<file path="src/rtl/acc_pkg.sv">
// Shared types for the accelerator FPU dispatch path.
// fpnew_pkg mirrors the fpnew type subset this path uses.
package fpnew_pkg;

  typedef enum logic [3:0] {
    FMADD,
    FNMSUB,
    ADD,
    MUL,
    DIV,
    SQRT,
    SGNJ,
    MINMAX,
    CMP,
    CLASSIFY,
    F2F,
    F2I,
    I2F,
    CPKAB,
    CPKCD
  } operation_e;

  typedef enum logic [2:0] {
    RNE = 3'b000,
    RTZ = 3'b001,
    RDN = 3'b010,
    RUP = 3'b011,
    RMM = 3'b100,
    ROD = 3'b101,
    DYN = 3'b111
  } roundmode_e;

  typedef struct packed {
    logic nv;
    logic dz;
    logic of;
    logic uf;
    logic nx;
  } status_t;

endpackage

package acc_pkg;

  localparam int ACC_DATA_WIDTH     = 32;
  localparam int ACC_REG_ADDR_WIDTH = 5;
  localparam int ACC_DEPTH          = 4;

  function automatic int tag_width(input int depth);
    return (depth > 1) ? $clog2(depth) : 1;
  endfunction

  typedef logic [tag_width(ACC_DEPTH)-1:0] tag_t;

  typedef enum logic [1:0] {
    ROB_FREE    = 2'd0,
    ROB_PENDING = 2'd1,
    ROB_DONE    = 2'd2
  } rob_state_e;

  typedef struct packed {
    rob_state_e                    state;
    logic [ACC_REG_ADDR_WIDTH-1:0] rd;
    logic [ACC_DATA_WIDTH-1:0]     result;
    fpnew_pkg::status_t            status;
  } rob_entry_t;

  typedef struct packed {
    logic [ACC_REG_ADDR_WIDTH-1:0] rd;
    logic [ACC_DATA_WIDTH-1:0]     result;
    fpnew_pkg::status_t            status;
  } wb_t;

endpackage

</file>
<file path="src/rtl/acc_fpu_dispatch_if.sv">
// Decoder, FPU and writeback signals of the FPU dispatcher.
// master: dispatcher side. slave: decoder/FPU/regfile side.
interface acc_fpu_dispatch_if
  import acc_pkg::*;
#(
  parameter int DATA_WIDTH     = 32,
  parameter int REG_ADDR_WIDTH = 5,
  parameter int DEPTH          = 4
);

  localparam int TAG_WIDTH = tag_width(DEPTH);
  localparam int CNT_WIDTH = TAG_WIDTH + 1;

  logic                        in_valid_i;
  logic                        in_ready_o;
  fpnew_pkg::operation_e       in_op_i;
  logic                        in_op_mod_i;
  fpnew_pkg::roundmode_e       in_rnd_mode_i;
  logic [3*DATA_WIDTH-1:0]     in_operands_i;
  logic [REG_ADDR_WIDTH-1:0]   in_rd_i;

  logic                        fpu_req_valid_o;
  logic                        fpu_req_ready_i;
  fpnew_pkg::operation_e       fpu_req_op_o;
  logic                        fpu_req_op_mod_o;
  fpnew_pkg::roundmode_e       fpu_req_rnd_mode_o;
  logic [3*DATA_WIDTH-1:0]     fpu_req_operands_o;
  logic [TAG_WIDTH-1:0]        fpu_req_tag_o;

  logic                        fpu_resp_valid_i;
  logic                        fpu_resp_ready_o;
  logic [DATA_WIDTH-1:0]       fpu_resp_result_i;
  fpnew_pkg::status_t          fpu_resp_status_i;
  logic [TAG_WIDTH-1:0]        fpu_resp_tag_i;

  logic                        wb_valid_o;
  logic                        wb_ready_i;
  logic [REG_ADDR_WIDTH-1:0]   wb_rd_o;
  logic [DATA_WIDTH-1:0]       wb_result_o;
  fpnew_pkg::status_t          wb_status_o;

  logic [CNT_WIDTH-1:0]        outstanding_o;
  logic                        tag_err_o;

  modport master (
    input  in_valid_i,
    output in_ready_o,
    input  in_op_i,
    input  in_op_mod_i,
    input  in_rnd_mode_i,
    input  in_operands_i,
    input  in_rd_i,
    output fpu_req_valid_o,
    input  fpu_req_ready_i,
    output fpu_req_op_o,
    output fpu_req_op_mod_o,
    output fpu_req_rnd_mode_o,
    output fpu_req_operands_o,
    output fpu_req_tag_o,
    input  fpu_resp_valid_i,
    output fpu_resp_ready_o,
    input  fpu_resp_result_i,
    input  fpu_resp_status_i,
    input  fpu_resp_tag_i,
    output wb_valid_o,
    input  wb_ready_i,
    output wb_rd_o,
    output wb_result_o,
    output wb_status_o,
    output outstanding_o,
    output tag_err_o
  );

  modport slave (
    output in_valid_i,
    input  in_ready_o,
    output in_op_i,
    output in_op_mod_i,
    output in_rnd_mode_i,
    output in_operands_i,
    output in_rd_i,
    input  fpu_req_valid_o,
    output fpu_req_ready_i,
    input  fpu_req_op_o,
    input  fpu_req_op_mod_o,
    input  fpu_req_rnd_mode_o,
    input  fpu_req_operands_o,
    input  fpu_req_tag_o,
    output fpu_resp_valid_i,
    input  fpu_resp_ready_o,
    output fpu_resp_result_i,
    output fpu_resp_status_i,
    output fpu_resp_tag_i,
    input  wb_valid_o,
    output wb_ready_i,
    input  wb_rd_o,
    input  wb_result_o,
    input  wb_status_o,
    input  outstanding_o,
    input  tag_err_o
  );

endinterface

</file>
<file path="src/rtl/acc_rob.sv">
// Reorder buffer: allocate at tail, complete by tag, retire at head.
// Ports: alloc/retire strobes, response capture, head view, full, count, sticky tag_err.
module acc_rob
  import acc_pkg::*;
#(
  parameter  int DATA_WIDTH     = 32,
  parameter  int REG_ADDR_WIDTH = 5,
  parameter  int DEPTH          = 4,
  localparam int TAG_WIDTH      = tag_width(DEPTH),
  localparam int PTR_WIDTH      = TAG_WIDTH + 1
) (
  input  logic                      clk,
  input  logic                      rst,
  input  logic                      alloc,
  input  logic [REG_ADDR_WIDTH-1:0] alloc_rd,
  input  logic                      resp_valid,
  input  logic [TAG_WIDTH-1:0]      resp_tag,
  input  logic [DATA_WIDTH-1:0]     resp_result,
  input  fpnew_pkg::status_t        resp_status,
  input  logic                      retire,
  output logic                      head_done,
  output logic [REG_ADDR_WIDTH-1:0] head_rd,
  output logic [DATA_WIDTH-1:0]     head_result,
  output fpnew_pkg::status_t        head_status,
  output logic [TAG_WIDTH-1:0]      tail_idx,
  output logic                      full,
  output logic [PTR_WIDTH-1:0]      count,
  output logic                      tag_err
);

  rob_state_e                state_q  [DEPTH];
  logic [REG_ADDR_WIDTH-1:0] rd_q     [DEPTH];
  logic [DATA_WIDTH-1:0]     result_q [DEPTH];
  fpnew_pkg::status_t        status_q [DEPTH];

  logic [PTR_WIDTH-1:0] head_q;
  logic [PTR_WIDTH-1:0] tail_q;
  logic [TAG_WIDTH-1:0] head_idx;
  logic                 resp_hit;

  assign head_idx = head_q[TAG_WIDTH-1:0];
  assign tail_idx = tail_q[TAG_WIDTH-1:0];

  // Same index, opposite lap: every slot is allocated.
  assign full = (head_idx == tail_idx) &&
                (head_q[TAG_WIDTH] != tail_q[TAG_WIDTH]);
  assign count = tail_q - head_q;

  assign resp_hit = resp_valid &&
                    (state_q[resp_tag] == ROB_PENDING);

  assign head_done   = (state_q[head_idx] == ROB_DONE);
  assign head_rd     = rd_q[head_idx];
  assign head_result = result_q[head_idx];
  assign head_status = status_q[head_idx];

  // Alloc targets a FREE slot, a hit targets a PENDING slot and
  // retire a DONE slot, so the three writes never collide.
  always_ff @(posedge clk) begin
    if (rst) begin
      head_q  <= '0;
      tail_q  <= '0;
      tag_err <= 1'b0;
      for (int i = 0; i < DEPTH; i++) begin
        state_q[i] <= ROB_FREE;
      end
    end else begin
      if (alloc) begin
        state_q[tail_idx] <= ROB_PENDING;
        tail_q            <= tail_q + PTR_WIDTH'(1);
      end
      if (resp_hit) begin
        state_q[resp_tag] <= ROB_DONE;
      end else if (resp_valid) begin
        tag_err <= 1'b1;
      end
      if (retire) begin
        state_q[head_idx] <= ROB_FREE;
        head_q            <= head_q + PTR_WIDTH'(1);
      end
    end
  end

  // Payload is qualified by state, so it needs no reset.
  always_ff @(posedge clk) begin
    if (alloc) begin
      rd_q[tail_idx] <= alloc_rd;
    end
    if (resp_hit) begin
      result_q[resp_tag] <= resp_result;
      status_q[resp_tag] <= resp_status;
    end
  end

endmodule

</file>
<file path="src/rtl/acc_fpu_dispatch.sv">
// Issues FPU ops tagged with a ROB slot; retires results in order.
// Ports: clk_i, rst_i (sync, active high), bus (decoder/FPU/writeback).
module acc_fpu_dispatch
  import acc_pkg::*;
#(
  parameter  int DATA_WIDTH     = 32,
  parameter  int REG_ADDR_WIDTH = 5,
  parameter  int DEPTH          = 4,
  localparam int TAG_WIDTH      = tag_width(DEPTH)
) (
  input logic              clk_i,
  input logic              rst_i,
  acc_fpu_dispatch_if.master bus
);

  logic                 full;
  logic                 alloc;
  logic                 retire;
  logic                 head_done;
  logic [TAG_WIDTH-1:0] tail_idx;

  // Full gates issue even if the head retires this cycle.
  assign bus.fpu_req_valid_o = bus.in_valid_i & ~full;
  assign bus.in_ready_o      = bus.fpu_req_ready_i & ~full;
  assign alloc               = bus.in_valid_i & bus.in_ready_o;

  assign bus.fpu_req_op_o       = bus.in_op_i;
  assign bus.fpu_req_op_mod_o   = bus.in_op_mod_i;
  assign bus.fpu_req_rnd_mode_o = bus.in_rnd_mode_i;
  assign bus.fpu_req_operands_o = bus.in_operands_i;
  assign bus.fpu_req_tag_o      = tail_idx;

  assign bus.fpu_resp_ready_o = 1'b1;

  assign bus.wb_valid_o = head_done;
  assign retire         = head_done & bus.wb_ready_i;

  acc_rob #(
    .DATA_WIDTH    (DATA_WIDTH),
    .REG_ADDR_WIDTH(REG_ADDR_WIDTH),
    .DEPTH         (DEPTH)
  ) u_rob (
    .clk        (clk_i),
    .rst        (rst_i),
    .alloc      (alloc),
    .alloc_rd   (bus.in_rd_i),
    .resp_valid (bus.fpu_resp_valid_i),
    .resp_tag   (bus.fpu_resp_tag_i),
    .resp_result(bus.fpu_resp_result_i),
    .resp_status(bus.fpu_resp_status_i),
    .retire     (retire),
    .head_done  (head_done),
    .head_rd    (bus.wb_rd_o),
    .head_result(bus.wb_result_o),
    .head_status(bus.wb_status_o),
    .tail_idx   (tail_idx),
    .full       (full),
    .count      (bus.outstanding_o),
    .tag_err    (bus.tag_err_o)
  );

endmodule

</file>
<file path="src/flat_wrapper.sv">
// flat-port wrapper written by rule: the top's interface ports become plain ports
module acc_fpu_dispatch_flat import acc_pkg::*;
#(
  parameter  int DATA_WIDTH     = 32,
  parameter  int REG_ADDR_WIDTH = 5,
  parameter  int DEPTH          = 4,
  localparam int TAG_WIDTH      = tag_width(DEPTH)
)
  (clk_i, rst_i, bus_in_valid_i, bus_in_ready_o, bus_in_op_i, bus_in_op_mod_i, bus_in_rnd_mode_i, bus_in_operands_i, bus_in_rd_i, bus_fpu_req_valid_o, bus_fpu_req_ready_i, bus_fpu_req_op_o, bus_fpu_req_op_mod_o, bus_fpu_req_rnd_mode_o, bus_fpu_req_operands_o, bus_fpu_req_tag_o, bus_fpu_resp_valid_i, bus_fpu_resp_ready_o, bus_fpu_resp_result_i, bus_fpu_resp_status_i, bus_fpu_resp_tag_i, bus_wb_valid_o, bus_wb_ready_i, bus_wb_rd_o, bus_wb_result_o, bus_wb_status_o, bus_outstanding_o, bus_tag_err_o);
  acc_fpu_dispatch_if #(.DATA_WIDTH(DATA_WIDTH), .REG_ADDR_WIDTH(REG_ADDR_WIDTH), .DEPTH(DEPTH)) bus_i ();
  input logic clk_i;
  input logic rst_i;
  input wire logic [$bits(bus_i.in_valid_i)-1:0] bus_in_valid_i;
  output wire logic [$bits(bus_i.in_ready_o)-1:0] bus_in_ready_o;
  input wire logic [$bits(bus_i.in_op_i)-1:0] bus_in_op_i;
  input wire logic [$bits(bus_i.in_op_mod_i)-1:0] bus_in_op_mod_i;
  input wire logic [$bits(bus_i.in_rnd_mode_i)-1:0] bus_in_rnd_mode_i;
  input wire logic [$bits(bus_i.in_operands_i)-1:0] bus_in_operands_i;
  input wire logic [$bits(bus_i.in_rd_i)-1:0] bus_in_rd_i;
  output wire logic [$bits(bus_i.fpu_req_valid_o)-1:0] bus_fpu_req_valid_o;
  input wire logic [$bits(bus_i.fpu_req_ready_i)-1:0] bus_fpu_req_ready_i;
  output wire logic [$bits(bus_i.fpu_req_op_o)-1:0] bus_fpu_req_op_o;
  output wire logic [$bits(bus_i.fpu_req_op_mod_o)-1:0] bus_fpu_req_op_mod_o;
  output wire logic [$bits(bus_i.fpu_req_rnd_mode_o)-1:0] bus_fpu_req_rnd_mode_o;
  output wire logic [$bits(bus_i.fpu_req_operands_o)-1:0] bus_fpu_req_operands_o;
  output wire logic [$bits(bus_i.fpu_req_tag_o)-1:0] bus_fpu_req_tag_o;
  input wire logic [$bits(bus_i.fpu_resp_valid_i)-1:0] bus_fpu_resp_valid_i;
  output wire logic [$bits(bus_i.fpu_resp_ready_o)-1:0] bus_fpu_resp_ready_o;
  input wire logic [$bits(bus_i.fpu_resp_result_i)-1:0] bus_fpu_resp_result_i;
  input wire logic [$bits(bus_i.fpu_resp_status_i)-1:0] bus_fpu_resp_status_i;
  input wire logic [$bits(bus_i.fpu_resp_tag_i)-1:0] bus_fpu_resp_tag_i;
  output wire logic [$bits(bus_i.wb_valid_o)-1:0] bus_wb_valid_o;
  input wire logic [$bits(bus_i.wb_ready_i)-1:0] bus_wb_ready_i;
  output wire logic [$bits(bus_i.wb_rd_o)-1:0] bus_wb_rd_o;
  output wire logic [$bits(bus_i.wb_result_o)-1:0] bus_wb_result_o;
  output wire logic [$bits(bus_i.wb_status_o)-1:0] bus_wb_status_o;
  output wire logic [$bits(bus_i.outstanding_o)-1:0] bus_outstanding_o;
  output wire logic [$bits(bus_i.tag_err_o)-1:0] bus_tag_err_o;
  assign bus_i.in_valid_i = bus_in_valid_i;
  assign bus_in_ready_o = bus_i.in_ready_o;
  assign bus_i.in_op_i = bus_in_op_i;
  assign bus_i.in_op_mod_i = bus_in_op_mod_i;
  assign bus_i.in_rnd_mode_i = bus_in_rnd_mode_i;
  assign bus_i.in_operands_i = bus_in_operands_i;
  assign bus_i.in_rd_i = bus_in_rd_i;
  assign bus_fpu_req_valid_o = bus_i.fpu_req_valid_o;
  assign bus_i.fpu_req_ready_i = bus_fpu_req_ready_i;
  assign bus_fpu_req_op_o = bus_i.fpu_req_op_o;
  assign bus_fpu_req_op_mod_o = bus_i.fpu_req_op_mod_o;
  assign bus_fpu_req_rnd_mode_o = bus_i.fpu_req_rnd_mode_o;
  assign bus_fpu_req_operands_o = bus_i.fpu_req_operands_o;
  assign bus_fpu_req_tag_o = bus_i.fpu_req_tag_o;
  assign bus_i.fpu_resp_valid_i = bus_fpu_resp_valid_i;
  assign bus_fpu_resp_ready_o = bus_i.fpu_resp_ready_o;
  assign bus_i.fpu_resp_result_i = bus_fpu_resp_result_i;
  assign bus_i.fpu_resp_status_i = bus_fpu_resp_status_i;
  assign bus_i.fpu_resp_tag_i = bus_fpu_resp_tag_i;
  assign bus_wb_valid_o = bus_i.wb_valid_o;
  assign bus_i.wb_ready_i = bus_wb_ready_i;
  assign bus_wb_rd_o = bus_i.wb_rd_o;
  assign bus_wb_result_o = bus_i.wb_result_o;
  assign bus_wb_status_o = bus_i.wb_status_o;
  assign bus_outstanding_o = bus_i.outstanding_o;
  assign bus_tag_err_o = bus_i.tag_err_o;
  acc_fpu_dispatch #(.DATA_WIDTH(DATA_WIDTH), .REG_ADDR_WIDTH(REG_ADDR_WIDTH), .DEPTH(DEPTH)) u_core (.clk_i(clk_i), .rst_i(rst_i), .bus(bus_i));
endmodule
</file>
<file path="config.mk">
export PLATFORM = sky130hd
export DESIGN_NAME = acc_fpu_dispatch_flat
export DESIGN_NICKNAME = d
export VERILOG_FILES = /design/src/rtl/acc_pkg.sv /design/src/rtl/acc_fpu_dispatch_if.sv /design/src/rtl/acc_rob.sv /design/src/rtl/acc_fpu_dispatch.sv /design/src/flat_wrapper.sv
export SDC_FILE = /design/constraint.sdc
export NUM_CORES = 1
export LEC_CHECK = 0
export ABC_AREA = 1
export CAP_MARGIN = 40
export CORE_ASPECT_RATIO = 2
export CORE_MARGIN = 5
export CORE_UTILIZATION = 40
export CTS_CLUSTER_SIZE = 8
export DETAILED_ROUTE_END_ITERATION = 16
export GPL_TIMING_DRIVEN = 0
export PLACE_DENSITY = 0.85
export RECOVER_POWER = 50
export SYNTH_ARGS = -nofsm -noshare
export SYNTH_HDL_FRONTEND = slang
export SYNTH_SLANG_ARGS = --single-unit
</file>
<file path="constraint.sdc">
create_clock -name clk_i -period 4.6 [get_ports clk_i]
set_input_delay 0.92 -clock clk_i [delete_from_list [all_inputs] [get_ports clk_i]]
set_output_delay 0.92 -clock clk_i [all_outputs]
set_load 0.02 [all_outputs]
</file>
**Yosys cells after proc, flatten, opt, wreduce, memory -nomap -nowiden**

Memory sizes are Yosys's and may differ from the RTL's. A register that Yosys moved wholly into a read port is not among the register bits.
Cells that the tools add are included.

- Add/sub/neg operators: 3
- Equal/unequal tests: 4
- Muxes and demuxes: 30
- Bitwise gates (word level): 6
- Reduce and logical (&&, ||, !) cells: 6

Operators by type and width:

| kind | number |
|---|---|
| 2-to-1 mux 2 bit | 14 |
| 2-to-1 mux 1 bit | 16 |
| adder 3 x 1 -> 3 bit (second input constant) | 2 |
| OR reduction 2 bit | 3 |
| AND 1 bit | 4 |
| subtractor 3 bit | 1 |
| equality test 2 x 1 -> 1 bit (second input constant) | 1 |
| equality test 2 bit | 1 |
| equality test 2 bit (second input constant) | 1 |
| logical AND 1 bit | 2 |
| inverter 1 bit | 2 |
| AND reduction 2 bit | 1 |
| != test 1 bit | 1 |

- Bits in registers: 7
- RAM bits: 176
- Input port bits: 154
- Output and inout bits: 156
- Logic and storage cells: 56
- Memories: 4

Memory list:

| memory | words | bits a word | read ports | clocked after Yosys merged registers in | wr ports | RTL line | RTL |
|---|---|---|---|---|---|---|---|
| u_core.u_rob.result_q | 4 | 32 | 1 | 1 | 1 | acc_rob.sv:33 | `logic [DATA_WIDTH-1:0] result_q [DEPTH];` |
| u_core.u_rob.rd_q | 4 | 5 | 1 | 1 | 1 | acc_rob.sv:32 | `logic [REG_ADDR_WIDTH-1:0] rd_q [DEPTH];` |
| u_core.u_rob.status_q | 4 | 5 | 1 | 1 | 1 | acc_rob.sv:34 | `fpnew_pkg::status_t status_q [DEPTH];` |
| u_core.u_rob.state_q | 4 | 2 | 2 | 1 | 4 | acc_rob.sv:31 | `rob_state_e state_q [DEPTH];` |

**Longest topological paths before layout**

Gate-level depths: netlist of run 1.

- Word-level depth: 10
- Mapped depth: 11
- Gate-level depth less buffers: 11

**Hierarchy**

A second synthesis of run 1 with hierarchy kept.

- Cells, all modules: 673
- Area total of the unflattened synthesis: 8,159.1 um2

Modules (own cells, without submodules):

| module | times used | cells each | area each (um2) | seq. area each (um2) |
|---|---|---|---|---|
| acc_rob | 1 | 559 | 7,332.0 | 5,385.2 |
| acc_fpu_dispatch | 1 | 114 | 827.0 | 0.0 |

**Worst setup path after synthesis of run 1**

OpenSTA, ideal clock, no wires.

- Kind: input to register
- Start: in bus_fpu_resp_tag_i[1]
- End: mem u_core.u_rob.result_q[0][0], enable pin
- Library setup time: 0.477 ns
- Arrival: 4.148 ns
- Required time: 4.123 ns
- Setup slack: -0.025 ns
- Stages: 9
- Buffers on the path: 1
- Path through: buf_4 -> inv_2 -> nor2_1 -> nand2_1 -> nand2_1 -> nor2_2 -> nor2_4 -> nand2_1 -> nor3_1

- Longest elaborated chain between the ends: 5

Ends and longest elaborated chain:

| element | RTL line | RTL |
|---|---|---|
| start: declaration | flat_wrapper.sv:31 | `input wire logic [$bits(bus_i.fpu_resp_tag_i)-1:0] bus_fpu_resp_tag_i;` |
| memory (4 x 2 bit) | n/a |  |
| equality test 2 x 1 -> 1 bit | acc_rob.sv:50 | `(state_q[resp_tag] == ROB_PENDING);` |
| logical AND 1 bit | acc_rob.sv:49 | `assign resp_hit = resp_valid &&` |
| 2-to-1 mux 1 bit | acc_rob.sv:89 | `if (resp_hit) begin` |
| 2-to-1 mux 1 bit (implied by the code) | acc_rob.sv:90 | `result_q[resp_tag] <= resp_result;` |
| end: declaration | acc_rob.sv:33 |  |

Several ways; a longest one is shown, not always the timed one.

**Final worst setup path of run 1**

- Start: in bus_fpu_resp_tag_i[0]
- End: mem u_core.u_rob.result_q[3][23], enable pin

Same word-level chain as after synthesis.

==> impl_metrics.yaml, run 1 <==
run_status:
  status: "complete, but fails checks"
  failed_checks: "capacitance limit, slew limit"
clocking:
  cts_resized: 0
  cts_made_buffers: 17
  cts_tree: "built"
  clk_pin_slew_ps: 60
  htree_num_levels: 4
  post_cts_buffers: 0
  hold_buffers: 0
  clock_latency_ps: 430
  clkSinkCount: 185
  cts_root_buf: "clkbuf_16"
  cts_buffer_depth: 2
worst_setup_path:
  crit_path_start_kind: "primary input"
  cp_max_fo: 31
  endpoint_kind: "register"
  rrSetupSlack_ps: 1680
  critPathRequiredTime_ps: 4620
  r2r-end: "u_core.u_rob.result_q[3][23]"
  arrival_ps: 4060
  timing.rr.start: "u_core.u_rob.state_q[3][1]"
  r2r_cells: 6
  worstSetupPathType: "in -> reg"
die:
  die_x_um: 110.8
  num_io_pins: 310
  start_util_pct: 40.81
  die_h_um: 211.6
  core_mm2: 0.01991
  row_count: 73
  dieArea_mm2: 0.02344
global_routing:
  overflow: 0
  grt_max_degree: 32
  grt_pass1_vias: 6152
  grt_first_pass_wirelength_mm: 39.02
  antenna_found_initial: 18
  grtUsageTotal_pct: 23.08
yosys:
  yosysTopAreaCellShare_pct: 62.08
  synth_area_mm2: 0.008127
  syn_avg_cell_area_um2: 11.93
  postSynthCellCount: 681
  yosysWarnings: 0
  synth.distinct_cells: 29
  yosys.area.top_type: "edfxtp_1"
  syn_nets: 846
  synthTopCellsByArea: "edfxtp_1 (62%), buf_4 (10%), o21ai_0 (5.8%)"
  yosysSeqAreaShare_pct: 66.27
  ys_ff_latch: 185
timing:
  period_minus_slack_ps: 4039
  setup_violations: 0
  worstMarginPinSlew_ps: 1751
  tns_ps: 0
  period_share_pct: 87.81
  fmax_mhz: 247.6
  rsz0062_at_grt: "false"
  fin_hold_ws_ps: 447.6
  hold_viol: 0
  slew_headroom_pct: -16.94
  slew_violations: 32
  finClkSkew_ps: 12.59
placement:
  place_hpwl_mm: 22.28
  io_buffer_count: 203
  gp_congestion: 0.9151
finish:
  areaGrowthSynthToFinish_pct: 37.75
  final_cell_mix: "edfxtp_1 (168), clkdlybuf4s50_1 (147), buf_4 (114)"
  nets: 1078
  multi_input_comb_area_mm2: 0.001672
  drive_gt1_share_pct: 17.60
  num-fill-cells: 1605
  final-seq-area_mm2: 0.005385
  layout_commonest_cell: "edfxtp_1"
power_and_ir_drop:
  ir_worst_vdd_mv: 0.2576
  power.density_mw_per_mm2: 337.1
  leakagePower_uw: 0.004152
worst_hold_path:
  hold_path_class: "reg -> reg"
  min_path_cells: 2
  holdPathEnd: "u_core.u_rob.tag_err"
  hold_start: "u_core.u_rob.tag_err"
detailed_routing:
  wl_per_cell_um: 23.27
  ant_nets: 0
  dr_total_vias: 6134
  drc: 0
  vias_per_cell: 5.129
  drt-pass1-iter-count: 5
  drtIter0Drc: 512
  drt_wl_total_mm: 27.83
run:
  cap_viol_max_count: 1
synthesized netlist by cell type:
master and n:
edfxtp_1 168, buf_4 109, nor2_1 100, o21ai_0 94, o22ai_1 42, nand2_1 33
inv_1 31, clkbuf_1 21, dfxtp_1 17, a21oi_1 11, ha_1 10, nand3_1 10
nand3_2 6, buf_2 5, nand4_1 5, and2_1 2, nor2_2 2, nor2_4 2
nor3_1 2, o21a_1 2, a21boi_1 1, buf_6 1, clkinv_1 1, conb_1 1
fa_1 1, inv_2 1, mux2i_1 1, o21bai_1 1, xnor2_1 1
area by class of cell:
cell class                 count  area share [%]
buffer                       136           8.271
antenna                        8          0.1788
clock inverter                10          0.6371
timing repair buffer         213           19.11
tap                          262           2.928
clock buffer                  22           4.728
multi-input combinational    327           14.93
inverter                      33           1.107
sequential                   185           48.11
routing by layer:
| layer | up-vias | share of wire [%] | GRT usage, % |
|---|---|---|---|
| met3 | 52 | 14 | 11.38 |
| li1 | 2769 | - | - |
| met4 | 24 | 2.5 | 7.696 |
| met5 | - | 0.53 | 0 |
| met1 | 2862 | 31 | 22.89 |
| met2 | 427 | 52 | 41.80 |
worst max path at each step:
| stage | from | end | slack, ps | cells past startpoint |
|---|---|---|---|---|
| 3_3_place_gp | bus_fpu_resp_tag_i[0] | u_core.u_rob.result_q[0][27] | -2430 | 8 |
| 5_1_grt | bus_fpu_resp_tag_i[0] | u_core.u_rob.result_q[3][22] | 430 | 7 |
| 6_report | bus_fpu_resp_tag_i[0] | u_core.u_rob.result_q[3][23] | 560 | 7 |
| 2_1_floorplan | bus_fpu_resp_tag_i[1] | u_core.u_rob.result_q[0][0] | -30 | 9 |
| 3_5_place_dp | bus_fpu_resp_tag_i[0] | u_core.u_rob.result_q[0][24] | 1060 | 11 |
| 4_1_cts | register | bus_wb_result_o[10] | 780 | 6 |
where the power goes:
| part | internal (µW) | switching [µW] | leakage (µW) | total (µW) |
|---|---|---|---|---|
| combinational | 228 | 248 | 0.00220 | 476 |
| sequential | 1860 | 9.39 | 0.00165 | 1860 |
| clock | 827 | 606 | 0.000303 | 1430 |
| total | 2910 | 864 | 0.00415 | 3770 |
worst max-delay path, cell delays in order:
cell and delay (ps):
dlygate4sd3_1 570, clkbuf_1 380, o21ai_0 220, mux2i_1 190, nand4_1 130, inv_1 280
dlymetal6s2s_1 1340
cell families (layout without fill, tap and decap cells):
family / count (synthesis) / after routing / synth area share, %
AND/OR/NAND/NOR: 162 / 162 / 8.591
other: 1 / 9 / 0.04615
XOR/XNOR: 1 / 1 / 0.1078
buffers and inverters: 169 / 414 / 13.01
flip-flops: 185 / 185 / 66.27
multiplexers: 1 / 1 / 0.1232
adder cells (fa/ha/maj): 11 / 11 / 1.786
AO/OA/AOI/OAI: 151 / 151 / 10.07
state kept, by name (all words and copies together), names as in the netlist, named ones only:
signal / count
u_core.u_rob.head_q: 3
u_core.u_rob.tag_err: 1
u_core.u_rob.result_q: 128
u_core.u_rob.tail_q: 3
u_core.u_rob.status_q: 20
u_core.u_rob.state_q: 8
u_core.u_rob.rd_q: 20
per-stage QoR:
| step | instance area [µm²] | power [µW] | util [%] | instances | setup WS, ps |
|---|---|---|---|---|---|
| after CTS | 11220 | 3799 | 56.35 | 1188 | 783.1 |
| after detailed placement | 10620 | 2391 | 53.33 | 1156 | 1064 |
| final | 11190 | 3774 | 56.22 | 1196 | 560.9 |
| after floorplan | 8127 | 2137 | - | 681 | -25.20 |
| after global placement | 10490 | 2381 | 52.66 | 1146 | -2428 |
| after global routing | 11180 | 3885 | 56.17 | 1192 | 431.8 |
Power figures use the tool's default switching activity.
==> inputs of run 2 (changes only) <==
ABC_CLOCK_PERIOD_IN_PS = 4600   (was not set)
MAX_ROUTING_LAYER = met4   (was not set)
==> run 2 against run 1 <==
Against the previous run:
- the run now ends clean
- clock-buffer cell count is 4 higher
- via count up 0.36%
- clock power is 3% higher
- largest cell class unchanged
- largest power group unchanged
==> impl_metrics.yaml, run 2 (same netlist as run 1, synthesis figures left out) <==
clocking:
  clock_latency_ps: 440
  cts_resized: 0
  htree_num_levels: 4
  clk_pin_slew_ps: 70
  hold_buffers: 0
  cts_made_buffers: 17
  clkSinkCount: 185
  cts_root_buf: "clkbuf_16"
  cts_tree: "built"
  cts_buffer_depth: 2
  post_cts_buffers: 0
detailed_routing:
  wl_per_cell_um: 23.11
  ant_nets: 0
  dr_total_vias: 6156
  drt_wl_total_mm: 28.03
  drc: 0
  vias_per_cell: 5.075
  drtIter0Drc: 418
  drt-pass1-iter-count: 5
worst_setup_path:
  worstSetupPathType: "reg -> out"
  endpoint_kind: "primary output"
  max_stage_delay_ps: 680
  crit_path_start_kind: "register"
  cp_max_fo: 10
  arrival_ps: 2820
  crit_chain: "inv_1, buf_2, clkbuf_1, o21ai_0, o22ai_1, clkdlybuf4s50_1"
  critPathRequiredTime_ps: 3680
  r2r_cells: 9
  slowest_stage: "clkdlybuf4s50_1"
run:
  cap_viol_max_count: 0
timing:
  slew_headroom_pct: 46.76
  worstMarginPinSlew_ps: 797.7
  fin_hold_ws_ps: 448.5
  slew_violations: 0
  finClkSkew_ps: 8.367
  rsz0062_at_grt: "false"
  setup_violations: 0
  fmax_mhz: 267.2
  layout_setup_ws_ps: 857.3
  period_share_pct: 81.36
  period_minus_slack_ps: 3743
  hold_viol: 0
worst_hold_path:
  min_path_cells: 2
  hold_path_class: "reg -> reg"
finish:
  instances_no_fill: 1213
  drive_gt1_share_pct: 18.03
  areaGrowthSynthToFinish_pct: 38.92
  layout_commonest_cell: "edfxtp_1"
  top_regs: "u_core.u_rob.result_q x128, u_core.u_rob.rd_q x20, u_core.u_rob.status_q x20"
  nets: 1078
  largest-register: "u_core.u_rob.result_q"
  largest_reg_flops: 128
  final_cell_mix: "edfxtp_1 (168), clkdlybuf4s50_1 (125), buf_4 (112)"
die:
  core_mm2: 0.01991
  row_count: 73
  die_x_um: 110.8
  dieArea_mm2: 0.02344
  die_h_um: 211.6
  num_io_pins: 310
  start_util_pct: 40.81
placement:
  place_hpwl_mm: 22.35
  gp_congestion: 0.9474
  io_buffer_count: 203
  dp_cells: 1156
  dp_slack_ps: 895.2
global_routing:
  grt_max_degree: 25
  grtUsageTotal_pct: 24.27
  grt_pass1_vias: 6237
  antenna_found_initial: 25
  overflow: 0
  grt_first_pass_wirelength_mm: 39.57
power_and_ir_drop:
  power.density_mw_per_mm2: 337.4
  ir_worst_vdd_mv: 0.3038
  p_total_uw: 3809
  leakagePower_uw: 0.004156
run_status:
  status: "finished, final reports clean"
-- run 2: cell count changes in the layout (fill, tap and decap cells not counted), sizes merged --
cell	before	now
inv	38	34
buf	123	124
clkdlybuf4s50	147	125
dlymetal6s2s	1	0
dlygate4sd3	56	78
clkbuf	44	48
diode	8	25
-- run 2: critical path: cells and delay by family (launching register included) --
| kind | cells | cell delay [ps] |
|---|---|---|
| flip-flops | 1 | 390 |
| buffers and inverters | 4 | 1550 |
| AO/OA/AOI/OAI | 2 | 440 |
-- run 2: final cells by class --
cell class / instances / area [µm²]
Tap cell: 262 / 327.8
Clock buffer: 26 / 583.1
Sequential cell: 185 / 5385
Antenna cell: 25 / 62.56
Timing Repair Buffer: 213 / 2155
Buffer: 136 / 925.9
Clock inverter: 6 / 42.54
Multi-Input combinational cell: 327 / 1684
Inverter: 33 / 123.9
Fill cell: 1601 / 8622
-- run 2: routing by layer --
metal	vias up	wire length [µm]	GRT usage [%]
met5	-	0	-
met1	2927	8792	21.68
met2	385	14400	41.97
met4	0	862	10.03
met3	44	3975	13.67
li1	2800	-	-
-- run 2: metrics by stage --
step / cell area (µm²) / util, % / setup TNS (ps)
floorplan: 8127 / - / -1860
global placement: 10490 / 52.66 / -207830
detailed placement: 10630 / 53.37 / 0
CTS: 11250 / 56.51 / 0
global route: 11290 / 56.70 / 0
finish: 11290 / 56.70 / 0
-- run 2: power by group --
part	internal [µW]	total, µW	switching, µW
Combinational	225	470	246
Sequential	1860	1870	9.63
Clock	877	1470	596
-- run 2: path summary, 6_finish.rpt --
check                        startpoint                            to  slack [ps]
max                            register           bus_wb_result_o[20]         860
min reg2reg        u_core.u_rob.tag_err          u_core.u_rob.tag_err         450
min                u_core.u_rob.tag_err          u_core.u_rob.tag_err         450
max reg2reg  u_core.u_rob.state_q[3][1]  u_core.u_rob.result_q[0][17]        2090
